## src/rtl/sysbus_rr_arbiter.sv

```systemverilog
// sysbus_rr_arbiter: round-robin sharing of the Sysbus memory port between instruction fetch (ch0) and data access (ch1)
module sysbus_rr_arbiter #(
    parameter int BUS_DATA_WIDTH = 64,
    parameter int BUS_TAG_WIDTH  = 13,
    parameter int BEATS          = 8
) (
    input  logic                      clk,
    input  logic                      reset,
    input  logic                      reqcyc0,
    output logic                      reqack0,
    input  logic [BUS_DATA_WIDTH-1:0] req0,
    input  logic [BUS_TAG_WIDTH-1:0]  reqtag0,
    output logic                      respcyc0,
    input  logic                      respack0,
    output logic [BUS_DATA_WIDTH-1:0] resp0,
    output logic [BUS_TAG_WIDTH-1:0]  resptag0,
    input  logic                      reqcyc1,
    output logic                      reqack1,
    input  logic [BUS_DATA_WIDTH-1:0] req1,
    input  logic [BUS_TAG_WIDTH-1:0]  reqtag1,
    output logic                      respcyc1,
    input  logic                      respack1,
    output logic [BUS_DATA_WIDTH-1:0] resp1,
    output logic [BUS_TAG_WIDTH-1:0]  resptag1,
    output logic                      bus_reqcyc,
    input  logic                      bus_reqack,
    output logic [BUS_DATA_WIDTH-1:0] bus_req,
    output logic [BUS_TAG_WIDTH-1:0]  bus_reqtag,
    input  logic                      bus_respcyc,
    output logic                      bus_respack,
    input  logic [BUS_DATA_WIDTH-1:0] bus_resp,
    input  logic [BUS_TAG_WIDTH-1:0]  bus_resptag,
    output logic                      grant_valid,
    output logic                      grant_id
);
    localparam int CW = $clog2(BEATS) + 1;
    localparam logic SYSBUS_WRITE = 1'b1;
    typedef enum logic [1:0] {IDLE, HDR, WDATA, RDATA} state_t;
    state_t state;
    logic owner, prio;
    logic [CW-1:0] beat_cnt;
    logic sending, reading, own_reqcyc, own_respack, req_hs, resp_hs, last;
    logic [BUS_DATA_WIDTH-1:0] own_req;
    logic [BUS_TAG_WIDTH-1:0] own_reqtag;

    // select the owner's request/response-side inputs and detect handshakes
    always_comb begin
        sending = state == HDR || state == WDATA;
        reading = state == RDATA;
        own_reqcyc = owner ? reqcyc1 : reqcyc0;
        own_req = owner ? req1 : req0;
        own_reqtag = owner ? reqtag1 : reqtag0;
        own_respack = owner ? respack1 : respack0;
        req_hs = sending && own_reqcyc && bus_reqack;
        resp_hs = reading && bus_respcyc && own_respack;
        last = beat_cnt == CW'(BEATS - 1);
    end

    // transaction sequencing, ownership and round-robin priority update
    always_ff @(posedge clk or posedge reset) begin
        if (reset) begin
            state <= IDLE;
            owner <= 1'b0;
            prio <= 1'b0;
            beat_cnt <= '0;
        end else begin
            case (state)
                IDLE: if (reqcyc0 || reqcyc1) begin
                    owner <= (reqcyc0 && reqcyc1) ? prio : reqcyc1;
                    state <= HDR;
                end
                HDR: if (req_hs) begin
                    state <= (own_reqtag[BUS_TAG_WIDTH-1] == SYSBUS_WRITE) ? WDATA : RDATA;
                    beat_cnt <= '0;
                end
                WDATA, RDATA: if ((state == WDATA) ? req_hs : resp_hs) begin
                    beat_cnt <= beat_cnt + CW'(1);
                    if (last) begin
                        state <= IDLE;
                        prio <= ~owner;
                    end
                end
                default: state <= IDLE;
            endcase
        end
    end

    // forward owner handshakes to memory and back; the non-owner sees only zeros
    always_comb begin
        reqack0 = sending && !owner && bus_reqack;
        reqack1 = sending && owner && bus_reqack;
        bus_reqcyc = sending && own_reqcyc;
        bus_req = sending ? own_req : '0;
        bus_reqtag = sending ? own_reqtag : '0;
        respcyc0 = reading && !owner && bus_respcyc;
        respcyc1 = reading && owner && bus_respcyc;
        resp0 = (reading && !owner) ? bus_resp : '0;
        resp1 = (reading && owner) ? bus_resp : '0;
        resptag0 = (reading && !owner) ? bus_resptag : '0;
        resptag1 = (reading && owner) ? bus_resptag : '0;
        bus_respack = reading && own_respack;
        grant_valid = state != IDLE;
        grant_id = grant_valid && owner;
    end
endmodule
```

## config.mk

```make
export PLATFORM = sky130hd
export DESIGN_NAME = sysbus_rr_arbiter
export DESIGN_NICKNAME = d
export VERILOG_FILES = /design/src/rtl/sysbus_rr_arbiter.sv
export SDC_FILE = /design/constraint.sdc
export NUM_CORES = 1
export LEC_CHECK = 0
export CORE_AREA = 2 2 188 190
export CTS_CLUSTER_SIZE = 12
export DETAILED_ROUTE_END_ITERATION = 8
export DIE_AREA = 0 0 190 192
export MAX_ROUTING_LAYER = met4
export PLACE_DENSITY = 0.51
export SETUP_SLACK_MARGIN = 0.5
export SYNTH_ARGS = -nofsm -noshare
export SYNTH_HDL_FRONTEND = slang
export SYNTH_SLANG_ARGS = --single-unit
export TNS_END_PERCENT = 5
```

## constraint.sdc

```tcl
create_clock -name clk -period 2 [get_ports clk]
set_input_delay 0.5 -clock clk [delete_from_list [all_inputs] [get_ports clk]]
set_output_delay 0.5 -clock clk [all_outputs]
set_load 0.01 [all_outputs]
```

# Word level (Yosys, flattened, before mapping)
# Cells that the tools add are included.
[op_classes]
shift = 0
addsub = 1
reduce_logical = 26
eq_ne = 8
order_cmp = 0
mux = 21
bitwise = 1
multipliers = 0
div_mod_pow = 0
[ops]
columns = ["operator", "n"]
rows = [
  ["two-way mux 64 bit", 4],
  ["two-way mux 13 bit", 4],
  ["logical AND 1 bit", 15],
  ["two-way mux 2 bit", 4],
  ["two-way mux 4 bit", 2],
  ["inequality test 2 bit, second input constant", 4],
  ["case mux 4 bit (2 select lines)", 1],
  ["case mux 2 bit (3 select lines)", 1],
  ["AND reduction 3 bit", 2],
  ["two-way mux 1 bit", 5],
  ["adder 4 x 1 -> 4 bit, second input constant", 1],
  ["equality test 2 bit, second input constant", 2],
  ["equality test 4 x 3 -> 1 bit, second input constant", 1],
  ["AND reduction 4 bit", 1],
  ["nonzero test 2 bit", 2],
  ["equality test 2 x 1 -> 1 bit, second input constant", 1],
  ["logical NOT 2 bit", 1],
  ["logical OR 1 bit", 2],
  ["AND reduction 2 bit", 1],
  ["OR reduction 2 bit", 1],
  ["logical NOT 1 bit", 1],
  ["inverter 1 bit", 1],
]
[totals]
input_bits = 239
out_inout_bits = 239
word_cells = 61
latch_bits = 0
romBits = 0
ff_bits = 8
mem_count = 0
mem_bits_rw = 0

# Depth between registers and ports, before layout
[logic_depth]
depth_word = 7
ltp_mapped = 7
ltp_nobuf = 7

# Worst setup path after synthesis
# OpenSTA, ideal clock, no wires.
[synth_timing]
kind = "flip-flop to output port"
start = "register state[0]"
end = "output resp0[55]"
t_required_ps = 1500
arrival_ps = 1713
path_stages_with_launch = 7
slack_ps = -213
cell_sequence = "dfrtp_1 -> ha_1 -> clkbuf_1 -> nor2b_1 -> clkbuf_1 -> clkbuf_1 -> and2_1"
[synth_between]
elab_chain_len = 3
[synth_lines]
columns = ["element", "line", "rtl"]
rows = [
  ["start, declared", "39", "state_t state;"],
  ["start signal, assigned", "73", "state <= (own_reqtag[BUS_TAG_WIDTH-1] == SYSBUS_WRITE) ? WDATA : RDATA;"],
  ["equality test 2 bit", "49", "reading = state == RDATA;"],
  ["logical AND 1 bit", "97", "resp0 = (reading && !owner) ? bus_resp : '0;"],
  ["two-way mux 64 bit", "97", ""],
  ["end, declared", "15", "output logic [BUS_DATA_WIDTH-1:0] resp0,"],
]
# No other way between the ends.

# Worst setup path in the final report
[layout_timing]
start = "register owner"
end = "output bus_req[4]"
[layout_between]
elab_chain_len = 2
[layout_lines]
columns = ["element", "line", "rtl"]
rows = [
  ["start, declared", "40", "logic owner, prio;"],
  ["start signal, assigned", "69", "owner <= (reqcyc0 && reqcyc1) ? prio : reqcyc1;"],
  ["two-way mux 64 bit", "51", "own_req = owner ? req1 : req0;"],
  ["two-way mux 64 bit", "93", "bus_req = sending ? own_req : '0;"],
  ["end, declared", "27", "output logic [BUS_DATA_WIDTH-1:0] bus_req,"],
]
# No other way between the ends.

==> results.md <==
STA:
- The setup slack of the critical path after layout is -0.195 ns.
- For the final database, setup skew stands at around 0.0033 ns.
- Setup violations remaining at the end of the flow were counted as 220.
- Counting I/O delays and the setup requirement, the final critical path takes ~2.2 ns.
- The count of final max-slew check failures is 0.
- Setup repair after global routing could not meet its margin everywhere.
- Dividing the final minimum period by the clock period gives 110%.
- Based on the critical path, the design can be clocked at up to 456 MHz.
- The number of endpoints with negative hold slack in the final report is 0.
- At the pin with the least slew margin, the transition time is about 0.39 ns.
- The worst pin sits at a relative slew slack of approximately three quarters.

Layout:
- 0 antenna diodes ended up in the layout.
- The layout overhead on the synthesized area is 205%.
- The finished layout holds 1392 standard cells, fillers aside.
- The number of nets in the layout is 1183.
- The finished cells cover around 9000 um^2.
- The fraction of layout instances using a drive strength above 1 is 48.1%.
- Fill cells in the final layout number between 3000 and 4000.

Floorplanning:
- The area enclosed by the die boundary is around 36000 um^2.
- The starting utilization of the core area is under 10%.
- The total area inside the core boundary comes to 34300 um^2.
- After floorplanning, the core was divided into between 60 and 70 placement rows.
- From left edge to right edge, the die measures between 150 and 200 um.
- The I/O pin count is 478.
- The floorplan die height is 192 um.

Pwr:
- The power density over the cells is between 1000 and 1500 nW/um^2.
- In this run the static leakage power is between 4 and 5 nW.
- Across the VDD grid, the largest voltage drop is 0.587 mV.

Synth:
- The async set or reset register ratio after synthesis is between 90% and 100%.
- Summing the sequential cell areas from Yosys gives 6.77% of the chip area.
- The post-synthesis register bit count is 8.
- By count the netlist is led by 81 x nor2b_1, 80 x mux2i_1, 79 x and3_1.
- Each instance of the synthesized netlist takes up on average between 7 and 8 um^2.
- During synthesis, Yosys emitted a total of 0 warnings.
- The number of nets handed over by synthesis was roughly 660.
- After synthesis, the cell types taking the most area are mux2i_1 27%, nor2b_1 17%, and3_1 17%.
- The synthesized design devotes to its leading area cell type between 20% and 30% of total area.
- The number of flops mapped to enable cells by yosys is 0.
- The library cell with the highest instance count after synthesis is nor2b_1.
- The number of different library cells used by synthesis comes to 29.
- Summing every instance area after synthesis gives 2960 um^2.
- The most used flip-flop cell after synthesis is dfrtp_1.
- The largest total area in the synthesized netlist belongs to mux2i_1.
- The post-synthesis instance total is between 400 and 500.

GRT:
- The via count of the first global-routing pass came to around 4700.
- The first global-routing pass estimated ~29000 um of wire.
- The initial antenna violation count was 0.
- After global routing the overflow that remains totals 0.
- Entering global routing, the biggest net connects 35 pins.
- The global router's overall resource usage is 10.5%.

Routing:
- The total DRC errors in the routed layout is 0.
- The detailed-routing iteration count for the pre-antenna-repair pass is 4.
- Wires add up to 21300 um.
- The number of DRC violations after detailed-routing iteration 0 is ~100.
- In the routed layout, each cell is associated on average with a via count of roughly 3.5.
- Dividing the detail-routed wire length by the instance count gives 15.3 um.
- Across all layers, the routed design uses 4883 vias.
- The number of antenna-violating nets in the routed design is 0.

Placement:
- The placed wire-length estimate is ~17000 um.
- The count of buffers added on input and output ports is approximately 480.
- Once placement completed, the tool counted placed cells totaling 1361.
- The final weighted congestion of routability-driven global placement is 0.816.
- The placed cell area is just under 9000 um^2.

Worst setup path:
- The worst setup path is of the flip-flop to output port kind.
- Of all nets on the critical path, the largest fanout is 8.
- The signal on the critical path passes through buf_12, buf_16, buf_12, mux2i_1, buf_4, nor2b_1, buf_2.
- STA classifies the critical path endpoint as an output port.
- For the worst setup path, the data arrival time is between 1.5 and 2 ns.
- In this design, the largest share of critical-path delay is due to buffers and inverters.
- The critical path crosses 7 cells after its start point.
- The data required time at the worst endpoint is 1.50 ns.
- On the critical path, the stage with the largest delay is an instance of dfrtp_4.
- The combined buffer and inverter count along the critical path is 5.
- In this design, the stage delay of the slowest critical-path cell is ~0.50 ns.
- The cell repeated most along the worst path is buf_12.
- STA classifies the critical path startpoint as a flip-flop.
- Counting cells, the worst reg-to-reg path comes to 7.

Clock network:
- For this design, the CTS-stage hold fixing added 0 buffers.
- TritonCTS built the clock tree.
- The later pin in the worst-skew pair is clocked with a latency of around 0.23 ns.
- In this run the number of H-tree levels came out at 1.
- The tree is rooted in a clkbuf_16.
- The clock passes through at most 2 buffers.
- The CTS buffer count is 3.
- The total number of clock tree sinks is 8.
- Clock-pin slew was measured on the worst setup and hold paths at 0.04 ns.

Job:
- The reported max-cap violation count is 0.

Run status:
- The checks that failed: negative setup slack.
- The flow ran to the end, but the final reports show violations.

Min path:
- The worst hold path belongs to the class flip-flop to flip-flop.
- Along the worst hold path, the cell count comes to 2.
-- per-stage QoR --
step | setup TNS [ns] | util (%) | power [mW] | setup WS, ns | hold WS [ns]
4_1_cts | -28.92 | 25.1 | 9.97 | -0.423 | 0.506
3_5_place_dp | -55.11 | 25.6 | 9.89 | -0.482 | 0.497
5_1_grt | -29.85 | 26.3 | 11.5 | -0.251 | 0.537
3_3_place_gp | -54.10 | 25.6 | 9.92 | -0.494 | 0.472
2_1_floorplan | 0 | - | 4.57 | 0.183 | 0.316
6_report | -16.06 | 26.3 | 10.7 | -0.195 | 0.506
-- metal layers --
layer | routed length [um] | vias to the layer above | global-route usage, % | part of all wire (%)
met1 | 8480 | 2204 | 12.5 | 40
met2 | 11300 | 216 | 19.3 | 53
li1 | - | 2452 | - | -
met3 | 1370 | 11 | 1.48 | 6.4
met5 | 0 | - | - | 0
met4 | 165 | 0 | 0.984 | 0.77
-- state kept, by name (all words and copies together) (netlist names) --
name,cells
state,2
owner,1
beat_cnt,4
prio,1
-- where the power goes --
| group | switching (mW) | internal [mW] |
|---|---|---|
| Clock | 0.0785 | 0.266 |
| Sequential | 0.0617 | 0.230 |
| Combinational | 4.49 | 5.62 |
-- cell usage in the layout (no fill, tap or decap), types with 4 or more instances in the layout --
cell | synthesis | layout
buf_4 | 1 | 29
mux2i_2 | 0 | 9
buf_12 | 0 | 18
buf_2 | 1 | 142
nand2_1 | 7 | 6
clkbuf_2 | 0 | 21
buf_6 | 0 | 100
mux2i_4 | 0 | 4
nor2_1 | 6 | 5
ha_1 | 6 | 4
nor2b_1 | 81 | 52
clkdlybuf4s50_1 | 0 | 237
mux2i_1 | 80 | 67
and3_4 | 0 | 27
and3_1 | 79 | 52
dfrtp_1 | 8 | 7
dlygate4sd2_1 | 0 | 4
nor2b_4 | 0 | 4
clkbuf_16 | 0 | 6
and2_4 | 0 | 44
nor2b_2 | 0 | 25
and2_1 | 78 | 34
-- worst min-delay path: stages, from the launching register on --
cell and delay, ns:
dfrtp_1 0.35, nand2_1 0.05, o21ai_0 0.06
-- timing repair --
item,in CTS,in global routing
endpoints found under the setup margin,246,246
gates cloned,1,3
hold endpoints to repair,0,0
pin swaps,7,28
resized for setup,788,346
buffers inserted,10,13
-- area by class of cell --
class | instances | area (um^2) | area share (%)
tap | 455 | 569 | 6.30
sequential | 8 | 204 | 2.26
inverter | 5 | 21.3 | 0.235
multi-input combinational | 361 | 3060 | 33.9
timing repair buffer | 559 | 5100 | 56.4
clock buffer | 4 | 78.8 | 0.873
-- cell families after synthesis --
family | share of synthesized area, %
flops | 6.77
fa+ha+maj | 2.54
compound gates | 2.62
buf+inv | 6.26
simple gates | 54.0
mux | 27.8
-- final timing paths --
path,startpoint,end,slack (ns)
worst min-delay path,prio,prio,0.51
worst max-delay path,owner,bus_req[4],-0.19
min in group asynchronous,reset,owner,0.52
max in group asynchronous,reset,owner,1.20
worst min register to register,prio,prio,0.51
worst max register to register,owner,state[1],-0.13
No activity file was read; power rests on OpenSTA's default activity.
